<file path="src/rtl/decoder_8b10b_sync_ctrl_if.sv">
// rtl/decoder_8b10b_sync_ctrl_if.sv - raw symbol, decoder and decoded-stream signals of the sync controller
interface decoder_8b10b_sync_ctrl_if #(
  parameter int ERR_W = 3
);
  logic             sym_valid;
  logic [9:0]       sym_dat;

  logic             dec_din_ena;
  logic [9:0]       dec_din_dat;
  logic             dec_din_rd;
  logic             dec_dout_val;
  logic [7:0]       dec_dout_dat;
  logic             dec_dout_k;
  logic             dec_dout_kerr;
  logic             dec_dout_rderr;
  logic             dec_dout_rdcomb;

  logic             bitslip;
  logic             out_val;
  logic [7:0]       out_dat;
  logic             out_k;
  logic             out_err;
  logic             link_locked;
  logic [1:0]       link_state;
  logic [ERR_W-1:0] err_cnt;

  modport master (
    input  sym_valid, sym_dat,
    input  dec_dout_val, dec_dout_dat, dec_dout_k, dec_dout_kerr, dec_dout_rderr, dec_dout_rdcomb,
    output dec_din_ena, dec_din_dat, dec_din_rd,
    output bitslip, out_val, out_dat, out_k, out_err, link_locked, link_state, err_cnt
  );

  modport slave (
    output sym_valid, sym_dat,
    output dec_dout_val, dec_dout_dat, dec_dout_k, dec_dout_kerr, dec_dout_rderr, dec_dout_rdcomb,
    input  dec_din_ena, dec_din_dat, dec_din_rd,
    input  bitslip, out_val, out_dat, out_k, out_err, link_locked, link_state, err_cnt
  );
endinterface

</file>
<file path="src/rtl/decoder_8b10b_sync_ctrl.sv">
// rtl/decoder_8b10b_sync_ctrl.sv - comma hunt, bitslip, word lock and error tracking around an 8b10b decoder
module decoder_8b10b_sync_ctrl #(
  parameter int LOCK_COMMAS = 4,
  parameter int ERR_LIMIT   = 4,
  parameter int GOOD_RUN    = 16,
  parameter int SLIP_WINDOW = 64,
  parameter int SLIP_HOLD   = 8
) (
  input logic                      clk,
  input logic                      rst_n,
  decoder_8b10b_sync_ctrl_if.master bus
);
  localparam int ERR_W   = $clog2(ERR_LIMIT + 1);
  localparam int COMMA_W = $clog2(LOCK_COMMAS + 1);
  localparam int GOOD_W  = $clog2(GOOD_RUN + 1);
  localparam int SLIP_W  = $clog2(SLIP_WINDOW + 1);
  localparam int HOLD_W  = $clog2(SLIP_HOLD + 1);

  localparam logic [9:0]         K28_5_NEG  = 10'h17C;
  localparam logic [9:0]         K28_5_POS  = 10'h283;
  localparam logic [7:0]         K28_5_BYTE = 8'hBC;
  localparam logic [ERR_W-1:0]   ERR_MAX    = ERR_W'(ERR_LIMIT);
  localparam logic [COMMA_W-1:0] COMMA_LAST = COMMA_W'(LOCK_COMMAS - 1);
  localparam logic [COMMA_W-1:0] COMMA_FULL = COMMA_W'(LOCK_COMMAS);
  localparam logic [GOOD_W-1:0]  GOOD_LAST  = GOOD_W'(GOOD_RUN - 1);
  localparam logic [SLIP_W-1:0]  SLIP_LAST  = SLIP_W'(SLIP_WINDOW - 1);
  localparam logic [SLIP_W-1:0]  SLIP_FULL  = SLIP_W'(SLIP_WINDOW);
  localparam logic [HOLD_W-1:0]  HOLD_LAST  = HOLD_W'(SLIP_HOLD - 1);

  typedef enum logic [1:0] {
    HUNT   = 2'd0,
    CHECK  = 2'd1,
    LOCKED = 2'd2,
    SLIP   = 2'd3
  } state_e;

  state_e             state_q;
  logic               din_ena_q;
  logic [9:0]         din_dat_q;
  logic               tag1_q;
  logic               tag2_q;
  logic               rd_q;
  logic               rd_d;
  logic [COMMA_W-1:0] comma_cnt_q;
  logic [SLIP_W-1:0]  slip_cnt_q;
  logic [HOLD_W-1:0]  hold_cnt_q;
  logic [GOOD_W-1:0]  good_cnt_q;
  logic [ERR_W-1:0]   err_cnt_q;
  logic               bitslip_q;
  logic               out_val_q;
  logic [7:0]         out_dat_q;
  logic               out_k_q;
  logic               out_err_q;

  logic comma_raw;
  logic sym_take;
  logic dec_fire;
  logic dec_err;
  logic comma_dec;
  logic err_full;

  assign comma_raw = (bus.sym_dat == K28_5_NEG) || (bus.sym_dat == K28_5_POS);
  assign sym_take  = bus.sym_valid && (state_q != SLIP);
  // Only results whose tag travelled alongside them through the decoder steer the FSM.
  assign dec_fire  = bus.dec_dout_val && tag2_q;
  assign dec_err   = bus.dec_dout_kerr | bus.dec_dout_rderr;
  assign comma_dec = bus.dec_dout_k && (bus.dec_dout_dat == K28_5_BYTE);
  assign err_full  = (err_cnt_q == ERR_MAX);

  // A raw comma in HUNT seeds the disparity the decoder should expect; afterwards the decoder tracks it.
  always_comb begin
    rd_d = rd_q;
    if (state_q == HUNT) begin
      if (sym_take && comma_raw) begin
        rd_d = (bus.sym_dat == K28_5_NEG);
      end
    end else if ((state_q == CHECK || state_q == LOCKED) && din_ena_q) begin
      rd_d = bus.dec_dout_rdcomb;
    end
  end

  always_ff @(posedge clk or negedge rst_n) begin
    if (!rst_n) begin
      din_ena_q <= 1'b0;
      din_dat_q <= '0;
      tag1_q    <= 1'b0;
      tag2_q    <= 1'b0;
      rd_q      <= 1'b0;
    end else begin
      din_ena_q <= sym_take;
      if (sym_take) begin
        din_dat_q <= bus.sym_dat;
        tag1_q    <= (state_q != HUNT) | comma_raw;
      end
      tag2_q <= din_ena_q & tag1_q;
      rd_q   <= rd_d;
    end
  end

  always_ff @(posedge clk or negedge rst_n) begin
    if (!rst_n) begin
      state_q     <= HUNT;
      comma_cnt_q <= '0;
      slip_cnt_q  <= '0;
      hold_cnt_q  <= '0;
      good_cnt_q  <= '0;
      err_cnt_q   <= '0;
      bitslip_q   <= 1'b0;
      out_val_q   <= 1'b0;
      out_dat_q   <= '0;
      out_k_q     <= 1'b0;
      out_err_q   <= 1'b0;
    end else begin
      bitslip_q <= 1'b0;
      out_val_q <= 1'b0;
      case (state_q)
        HUNT: begin
          if (bus.sym_valid) begin
            if (comma_raw) begin
              state_q     <= CHECK;
              comma_cnt_q <= '0;
              slip_cnt_q  <= '0;
            end else if (slip_cnt_q == SLIP_LAST) begin
              state_q    <= SLIP;
              bitslip_q  <= 1'b1;
              hold_cnt_q <= '0;
              slip_cnt_q <= SLIP_FULL;
            end else begin
              slip_cnt_q <= slip_cnt_q + 1'b1;
            end
          end
        end
        SLIP: begin
          if (hold_cnt_q == HOLD_LAST) begin
            state_q    <= HUNT;
            hold_cnt_q <= '0;
            slip_cnt_q <= '0;
          end else begin
            hold_cnt_q <= hold_cnt_q + 1'b1;
          end
        end
        CHECK: begin
          if (dec_fire) begin
            if (dec_err) begin
              state_q <= HUNT;
            end else if (comma_dec) begin
              if (comma_cnt_q == COMMA_LAST) begin
                state_q     <= LOCKED;
                comma_cnt_q <= COMMA_FULL;
                err_cnt_q   <= '0;
                good_cnt_q  <= '0;
              end else begin
                comma_cnt_q <= comma_cnt_q + 1'b1;
              end
            end
          end
        end
        LOCKED: begin
          // Reaching the limit takes effect one cycle later, and that cycle forwards nothing.
          if (err_full) begin
            state_q <= HUNT;
          end else if (dec_fire) begin
            out_val_q <= 1'b1;
            out_dat_q <= bus.dec_dout_dat;
            out_k_q   <= bus.dec_dout_k;
            out_err_q <= dec_err;
            if (dec_err) begin
              err_cnt_q  <= err_cnt_q + 1'b1;
              good_cnt_q <= '0;
            end else if (good_cnt_q == GOOD_LAST) begin
              good_cnt_q <= '0;
              if (err_cnt_q != '0) begin
                err_cnt_q <= err_cnt_q - 1'b1;
              end
            end else begin
              good_cnt_q <= good_cnt_q + 1'b1;
            end
          end
        end
        default: state_q <= HUNT;
      endcase
    end
  end

  assign bus.dec_din_ena = din_ena_q;
  assign bus.dec_din_dat = din_dat_q;
  assign bus.dec_din_rd  = rd_q;
  assign bus.bitslip     = bitslip_q;
  assign bus.out_val     = out_val_q;
  assign bus.out_dat     = out_dat_q;
  assign bus.out_k       = out_k_q;
  assign bus.out_err     = out_err_q;
  assign bus.link_locked = (state_q == LOCKED);
  assign bus.link_state  = state_q;
  assign bus.err_cnt     = err_cnt_q;
endmodule
</file>
<file path="src/flat_wrapper.sv">
// flat-port wrapper written by rule: the top's interface ports become plain ports
module decoder_8b10b_sync_ctrl_flat 
#(
  parameter int LOCK_COMMAS = 4,
  parameter int ERR_LIMIT   = 4,
  parameter int GOOD_RUN    = 16,
  parameter int SLIP_WINDOW = 64,
  parameter int SLIP_HOLD   = 8
)
  (clk, rst_n, bus_sym_valid, bus_sym_dat, bus_dec_dout_val, bus_dec_dout_dat, bus_dec_dout_k, bus_dec_dout_kerr, bus_dec_dout_rderr, bus_dec_dout_rdcomb, bus_dec_din_ena, bus_dec_din_dat, bus_dec_din_rd, bus_bitslip, bus_out_val, bus_out_dat, bus_out_k, bus_out_err, bus_link_locked, bus_link_state, bus_err_cnt);
  decoder_8b10b_sync_ctrl_if bus_i ();
  input logic clk;
  input logic rst_n;
  input wire logic [$bits(bus_i.sym_valid)-1:0] bus_sym_valid;
  input wire logic [$bits(bus_i.sym_dat)-1:0] bus_sym_dat;
  input wire logic [$bits(bus_i.dec_dout_val)-1:0] bus_dec_dout_val;
  input wire logic [$bits(bus_i.dec_dout_dat)-1:0] bus_dec_dout_dat;
  input wire logic [$bits(bus_i.dec_dout_k)-1:0] bus_dec_dout_k;
  input wire logic [$bits(bus_i.dec_dout_kerr)-1:0] bus_dec_dout_kerr;
  input wire logic [$bits(bus_i.dec_dout_rderr)-1:0] bus_dec_dout_rderr;
  input wire logic [$bits(bus_i.dec_dout_rdcomb)-1:0] bus_dec_dout_rdcomb;
  output wire logic [$bits(bus_i.dec_din_ena)-1:0] bus_dec_din_ena;
  output wire logic [$bits(bus_i.dec_din_dat)-1:0] bus_dec_din_dat;
  output wire logic [$bits(bus_i.dec_din_rd)-1:0] bus_dec_din_rd;
  output wire logic [$bits(bus_i.bitslip)-1:0] bus_bitslip;
  output wire logic [$bits(bus_i.out_val)-1:0] bus_out_val;
  output wire logic [$bits(bus_i.out_dat)-1:0] bus_out_dat;
  output wire logic [$bits(bus_i.out_k)-1:0] bus_out_k;
  output wire logic [$bits(bus_i.out_err)-1:0] bus_out_err;
  output wire logic [$bits(bus_i.link_locked)-1:0] bus_link_locked;
  output wire logic [$bits(bus_i.link_state)-1:0] bus_link_state;
  output wire logic [$bits(bus_i.err_cnt)-1:0] bus_err_cnt;
  assign bus_i.sym_valid = bus_sym_valid;
  assign bus_i.sym_dat = bus_sym_dat;
  assign bus_i.dec_dout_val = bus_dec_dout_val;
  assign bus_i.dec_dout_dat = bus_dec_dout_dat;
  assign bus_i.dec_dout_k = bus_dec_dout_k;
  assign bus_i.dec_dout_kerr = bus_dec_dout_kerr;
  assign bus_i.dec_dout_rderr = bus_dec_dout_rderr;
  assign bus_i.dec_dout_rdcomb = bus_dec_dout_rdcomb;
  assign bus_dec_din_ena = bus_i.dec_din_ena;
  assign bus_dec_din_dat = bus_i.dec_din_dat;
  assign bus_dec_din_rd = bus_i.dec_din_rd;
  assign bus_bitslip = bus_i.bitslip;
  assign bus_out_val = bus_i.out_val;
  assign bus_out_dat = bus_i.out_dat;
  assign bus_out_k = bus_i.out_k;
  assign bus_out_err = bus_i.out_err;
  assign bus_link_locked = bus_i.link_locked;
  assign bus_link_state = bus_i.link_state;
  assign bus_err_cnt = bus_i.err_cnt;
  decoder_8b10b_sync_ctrl #(.LOCK_COMMAS(LOCK_COMMAS), .ERR_LIMIT(ERR_LIMIT), .GOOD_RUN(GOOD_RUN), .SLIP_WINDOW(SLIP_WINDOW), .SLIP_HOLD(SLIP_HOLD)) u_core (.clk(clk), .rst_n(rst_n), .bus(bus_i));
endmodule
</file>
<file path="config.mk">
export PLATFORM = sky130hd
export DESIGN_NAME = decoder_8b10b_sync_ctrl_flat
export DESIGN_NICKNAME = d
export VERILOG_FILES = /design/src/rtl/decoder_8b10b_sync_ctrl_if.sv /design/src/rtl/decoder_8b10b_sync_ctrl.sv /design/src/flat_wrapper.sv
export SDC_FILE = /design/constraint.sdc
export NUM_CORES = 1
export LEC_CHECK = 0
export CAP_MARGIN = 25
export CELL_PAD_IN_SITES_DETAIL_PLACEMENT = 0
export CELL_PAD_IN_SITES_GLOBAL_PLACEMENT = 1
export CORE_MARGIN = 4
export CORE_UTILIZATION = 39
export CTS_BUF_LIST = sky130_fd_sc_hd__clkbuf_16
export CTS_CLUSTER_DIAMETER = 30
export DETAILED_ROUTE_END_ITERATION = 16
export HOLD_SLACK_MARGIN = 0.15
export PLACE_DENSITY_LB_ADDON = 0.1
export SYNTH_ARGS = -nofsm -noshare
export SYNTH_HDL_FRONTEND = slang
export SYNTH_SLANG_ARGS = --single-unit
</file>
<file path="constraint.sdc">
create_clock -name clk -period 2.15 [get_ports clk]
set_input_delay 0.215 -clock clk [delete_from_list [all_inputs] [get_ports clk]]
set_output_delay 0.215 -clock clk [all_outputs]
set_load 0.1 [all_outputs]
</file>
---- After elaboration in Yosys (flattened, before gate mapping) ----
Cells that the tools add are included.
cells by class
  add/subtract/negate cells ............... 6
  equality and inequality tests ........... 30
  muxes and demuxes ....................... 56
  bitwise gates (word level) .............. 4
  reductions and logical operators ........ 22
operators with widths
  cell                  count
  $mux 3                15
  $mux 5                8
  $mux 7                4
  $mux 2                9
  $mux 4                4
  $ne 2x2->1 const B    8
  $pmux 7 s2            1
  $reduce_and 7->1      2
  $ne 2x1->1 const B    6
  $pmux 3 s2            2
  $eq 10x10->1 const B  1
  $eq 10x9->1 const B   1
  $mux 1                10
  $pmux 5 s2            1
  $reduce_bool 2->1     5
  $ne 3x1->1 const B    3
  $reduce_and 9->1      1
  $eq 8x8->1 const B    1
  $pmux 2 s4            1
  $pmux 4 s2            1
  $add 7x1->7 const B   1
  $eq 7x6->1 const B    1
  $add 3x1->3 const B   2
  $ne 3x2->1 const B    2
  other kinds (20)      28
storage, ports and cells
  bits in registers ....................... 50
  input bits .............................. 26
  output and inout port bits .............. 30

---- Depth between registers and ports, before layout ----
  depth after elaboration ................. 7
  gate-level depth with buffers ........... 8

---- Least setup slack after synthesis ----
No wires, ideal clock.
  kind .................................... register to register
  start ................................... register u_core.state_q[1] (netlist: u_core.bus.link_state[1])
  end ..................................... register u_core.out_dat_q[0] (netlist: u_core.bus.out_dat[0])
  arrival time ............................ 3.151 ns
  path slack .............................. -1.126 ns
  cell stages (with the launch flop) ...... 7
  buffers on the path ..................... 2
  clock period less this slack ............ 3.276 ns
  path through ............................ dfrtp_1 -> ha_1 -> clkbuf_1 -> nand2b_1 -> or2_2 -> clkbuf_1 -> mux2_2
between the ends
  word-level cells in the longest chain between the ends .. 2
RTL lines
  item                        line                            text
  from (decl)                 decoder_8b10b_sync_ctrl.sv:37   state_e state_q;
  from (signal assigned)      decoder_8b10b_sync_ctrl.sv:102  state_q <= HUNT;
  from (signal assigned)      decoder_8b10b_sync_ctrl.sv:120  state_q <= CHECK;
  from (signal assigned)      decoder_8b10b_sync_ctrl.sv:124  state_q <= SLIP;
  $eq 2x2->1                  -
  via bus_link_locked         flat_wrapper.sv:30              output wire logic [$bits(bus_i.link_locked)-1:0] bus_link_locked;
  $reduce_and 3->1 (no line)  -
  to (signal assigned)        decoder_8b10b_sync_ctrl.sv:164  out_dat_q <= bus.dec_dout_dat;
  to (decl)                   decoder_8b10b_sync_ctrl.sv:51   logic [7:0] out_dat_q;
The timed path passes the listed nets, and every way through them passes these cells.
A chain may end at the register's enable or synchronous reset.

---- Worst setup path after layout ----
  start ................................... register u_core.state_q[1] (netlist: u_core.bus.link_state[1])
  end ..................................... register u_core.err_cnt_q[2] (netlist: u_core.bus.err_cnt[2])
between the ends
  word-level cells in the longest chain between the ends .. 3
  elaborated cells between the ends (all ways) .. 13
  those cells by class .................... 10 x eq/ne; 1 x mux; 2 x reduce/logical
RTL lines
  item                                             line                            text
  $eq 2x2->1 / $eq 2x1->1 (equally long branches)  decoder_8b10b_sync_ctrl.sv:116  case (state_q)
  $ne 3x1->1 (no line) (tied with other cells)     -
  $reduce_and 9->1 (no line)                       -
  to (signal assigned)                             decoder_8b10b_sync_ctrl.sv:168  err_cnt_q <= err_cnt_q + 1'b1;
  to (signal assigned)                             decoder_8b10b_sync_ctrl.sv:173  err_cnt_q <= err_cnt_q - 1'b1;
  to (decl)                                        decoder_8b10b_sync_ctrl.sv:48   logic [ERR_W-1:0] err_cnt_q;
Parallel ways exist; a longest one is shown, timed or not.

==> impl_metrics.py <==
metrics = {
    "placed_design": {
        "gp_congestion": 0.7893,
        "port_buffers": 55,
        "dp.cells": 416,
        "dp_hpwl_um": 4911,
    },
    "worst_hold_path": {
        "hp-class": "in -> async",
    },
    "worst_setup_path": {
        "critPathCaptureType": "flip-flop",
        "worstSetupPathType": "reg -> reg",
        "crit_arrival_ns": 2.14,
        "critical_path_peak_fanout": 12,
        "path_cells": "inv_1 > buf_4 > ha_2 > inv_1 > o211ai_1 > buf_4 > or2_1 > o221ai_1",
        "cpMaxStageDelayCell": "dfrtp_4",
        "critPathBufInv": 4,
        "critPathLaunchType": "flip-flop",
        "crit_required_ns": 2.31,
        "cpPeakStageDelay_ns": 0.50,
        "cp_top_family": "buffers and inverters",
    },
    "drt": {
        "drt-met1-wl_um": 2984,
        "wirelength_um": 6548,
        "top_layer": "met4",
        "via_count": 2228,
        "wl_met2_um": 3168,
        "ant_nets": 0,
        "vias_per_cell": 5.242,
        "drc_errors": 0,
        "met3_length_um": 319,
        "dr.pass1.iters": 4,
        "wl_per_cell_um": 15.41,
        "first_iter_violations": 72,
    },
    "synthesis": {
        "synth_cell_types": 58,
        "synth_edf_count": 0,
        "synth_xor_area_frac": 0.003324,
        "ys_seq_elements": 50,
        "synth_top_area_share": 0.4748,
        "ys.warnings.count": 0,
        "synth_top_area_cell": "dfrtp_1",
        "syn-num-nets": 305,
        "synth_compound_area_frac": 0.1292,
        "synthSimpleGateAreaFrac": 0.2455,
        "synth_top_flop_cell": "dfrtp_1",
        "syn_inst": 268,
        "synthTopCellsByArea": "dfrtp_1 (47%), nand2_1 (8.1%), ha_1 (4.7%)",
        "seq_area_frac_synth": 0.4748,
        "async_reset_ff_frac": 1.000,
        "synth_fa_ha_area_frac": 0.05508,
        "syn_avg_cell_area_um2": 9.832,
        "synth_top_family_by_area": "simple AND/OR/NAND/NOR gates",
        "synth_mux_area_frac": 0.06078,
        "synth_area_um2": 2635,
    },
    "timing": {
        "setup_violations": 0,
        "holdWs_ns": 0.4696,
        "setup_tns_ns": 0,
        "rsz0062_at_grt": "no",
        "hold_viol": 0,
        "slew_headroom": 0.5794,
        "fin_skew_ns": 0.002465,
        "min_period_ns": 1.985,
        "max_freq_mhz": 503.7,
        "slew_viol_final": 0,
        "tightest_slew_ns": 0.6261,
        "fin_crit_sh": 0.9234,
    },
    "cts": {
        "worstSkewPairLatency_ns": 0.28,
        "clk_pin_slew_worst_paths_ns": 0.07,
        "cts_root_buf": "clkbuf_16",
        "cts_setup_buffers": 0,
        "cts_tree": "yes",
        "htree_levels": 2,
        "cts_buffers": 5,
        "clock_sinks": 50,
        "clockBufferDepth": 2,
    },
    "pwr": {
        "power_density_nw_per_um2": 1658,
        "peakVddDrop_mv": 0.7051,
        "p_leak_nw": 1.640,
        "finalPower_mw": 5.934,
    },
    "layout": {
        "fillers": 610,
        "num-nets-final": 384,
        "drive_above_1_share": 0.2759,
        "syn2layout_area_growth_pct": 35.80,
        "utilization": 0.5540,
        "n_antenna_cell": 0,
        "stdcell_count": 425,
    },
    "run_status": {
        "outcome": "completed",
    },
    "grt": {
        "antenna_found_initial": 0,
        "overflow": 0,
        "first_global_vias": 2275,
        "grt_pass1_wl_um": 11380,
        "grt_max_degree": 24,
        "track_usage": 0.1696,
    },
    "floorplanning": {
        "num_rows": 29,
        "start_util": 0.4080,
        "fp.dieW_um": 90.20,
        "dieArea_um2": 8135,
        "coreArea_um2": 6459,
        "io-pin-count": 56,
        "die_height_um": 90.20,
    },
    "flow_run": {
        "drv_cap": 0,
    },
}
==> area by class of cell <==
type	instances	area [µm²]	area share
Multi-Input combinational cell	197	1336	0.3734
Sequential cell	50	1260	0.3521
Timing Repair Buffer	79	665.6	0.1860
Clock buffer	5	125.1	0.03497
Tap cell	77	96.34	0.02692
Inverter	14	55.05	0.01538
Clock inverter	3	40.04	0.01119
==> per-stage QoR <==
| stage | instance area (µm²) | setup slack [ns] |
|---|---|---|
| 3_5_place_dp | 3383 | -0.09727 |
| 6_report | 3578 | 0.1648 |
| 2_1_floorplan | 2681 | 0.01202 |
| 5_1_grt | 3578 | 0.01992 |
| 3_3_place_gp | 3383 | -0.05002 |
| 4_1_cts | 3558 | 0.06046 |
==> cell usage after synthesis, types with 2 or more instances <==
| master | instances |
|---|---|
| or4_1 | 6 |
| ha_1 | 10 |
| a22o_1 | 2 |
| mux2_2 | 10 |
| dfrtp_1 | 50 |
| nand2_1 | 57 |
| nor3_1 | 10 |
| o211ai_1 | 3 |
| nand4b_1 | 4 |
| clkbuf_1 | 5 |
| or2_1 | 2 |
| inv_1 | 14 |
| nor2_1 | 4 |
| or2_2 | 3 |
| mux2_1 | 2 |
| nor3b_1 | 2 |
| o21ai_0 | 18 |
| nand3_1 | 8 |
| a21o_1 | 2 |
| or3_1 | 2 |
| nand2b_1 | 2 |
| o21ai_1 | 5 |
| a21oi_1 | 4 |
| o31ai_1 | 3 |
| a31oi_1 | 3 |
| nand4_1 | 3 |
| nand4bb_1 | 2 |
| a22oi_1 | 2 |
==> registers in the layout, indices dropped and copies added (netlist names) <==
signal,count
u_core.bus.dec_din_dat,10
u_core.bus.out_dat,8
u_core.slip_cnt_q,7
u_core.good_cnt_q,5
u_core.hold_cnt_q,4
u_core.bus.err_cnt,3
u_core.comma_cnt_q,3
u_core.bus.link_state,2
u_core.bus.bitslip,1
u_core.bus.dec_din_ena,1
u_core.bus.dec_din_rd,1
u_core.bus.out_err,1
u_core.bus.out_k,1
u_core.bus.out_val,1
u_core.tag1_q,1
u_core.tag2_q,1
==> logic make-up after synthesis <==
kind of cell | count (synthesis)
buffers and inverters | 21
DFF | 50
and+or+nand+nor | 119
muxes | 14
AOI/OAI and AO/OA | 52
adders and majority gates | 11
xor gates and xnor gates | 1
==> final timing paths <==
kind	end	slack, ns	start	cells past startpoint
max	u_core.bus.err_cnt[2]	0.16	u_core.bus.link_state[1]	8
min	u_core.bus.err_cnt[0]	0.47	rst_n	2
max reg2reg	u_core.bus.err_cnt[2]	0.16	u_core.bus.link_state[1]	8
min reg2reg	u_core.hold_cnt_q[3]	0.47	u_core.hold_cnt_q[3]	1
max in group asynchronous	u_core.bus.dec_din_rd	1.03	rst_n	3
min in group clk	u_core.hold_cnt_q[3]	0.47	u_core.hold_cnt_q[3]	1
==> power breakdown <==
part / switching (mW) / total, mW / internal, mW
registers: 0.258 / 1.55 / 1.29
logic: 2.46 / 3.49 / 1.04
clock network: 0.348 / 0.893 / 0.545
==> timing repair <==
action | 4_1_cts | 5_1_grt
endpoints found under the setup margin | 0 | 6
gates resized for setup | 0 | 5
hold endpoints to repair | 21 | 0
hold buffers | 1 | 0
==> per-layer routing <==
metal	vias up	global-route usage
met3	7	0.04090
met5	-	0
met1	1055	0.2245
met2	45	0.2775
met4	0	0.04592
li1	1121	-
==> placed cells by master (no fill, tap or decap), drive strengths merged, types with 3 or more instances in the layout <==
master         count
dfrtp             50
nor2               5
o21ai             23
inv               14
o31ai              3
nand3             10
or4                7
mux2              13
buf               54
a21oi              4
ha                10
nor3              11
o211ai             4
nand4              3
clkbuf             5
clkdlybuf4s50     24
a31oi              3
or3                3
nand4b             4
nand2             57
or2                5
Power figures use the tool's default switching activity.
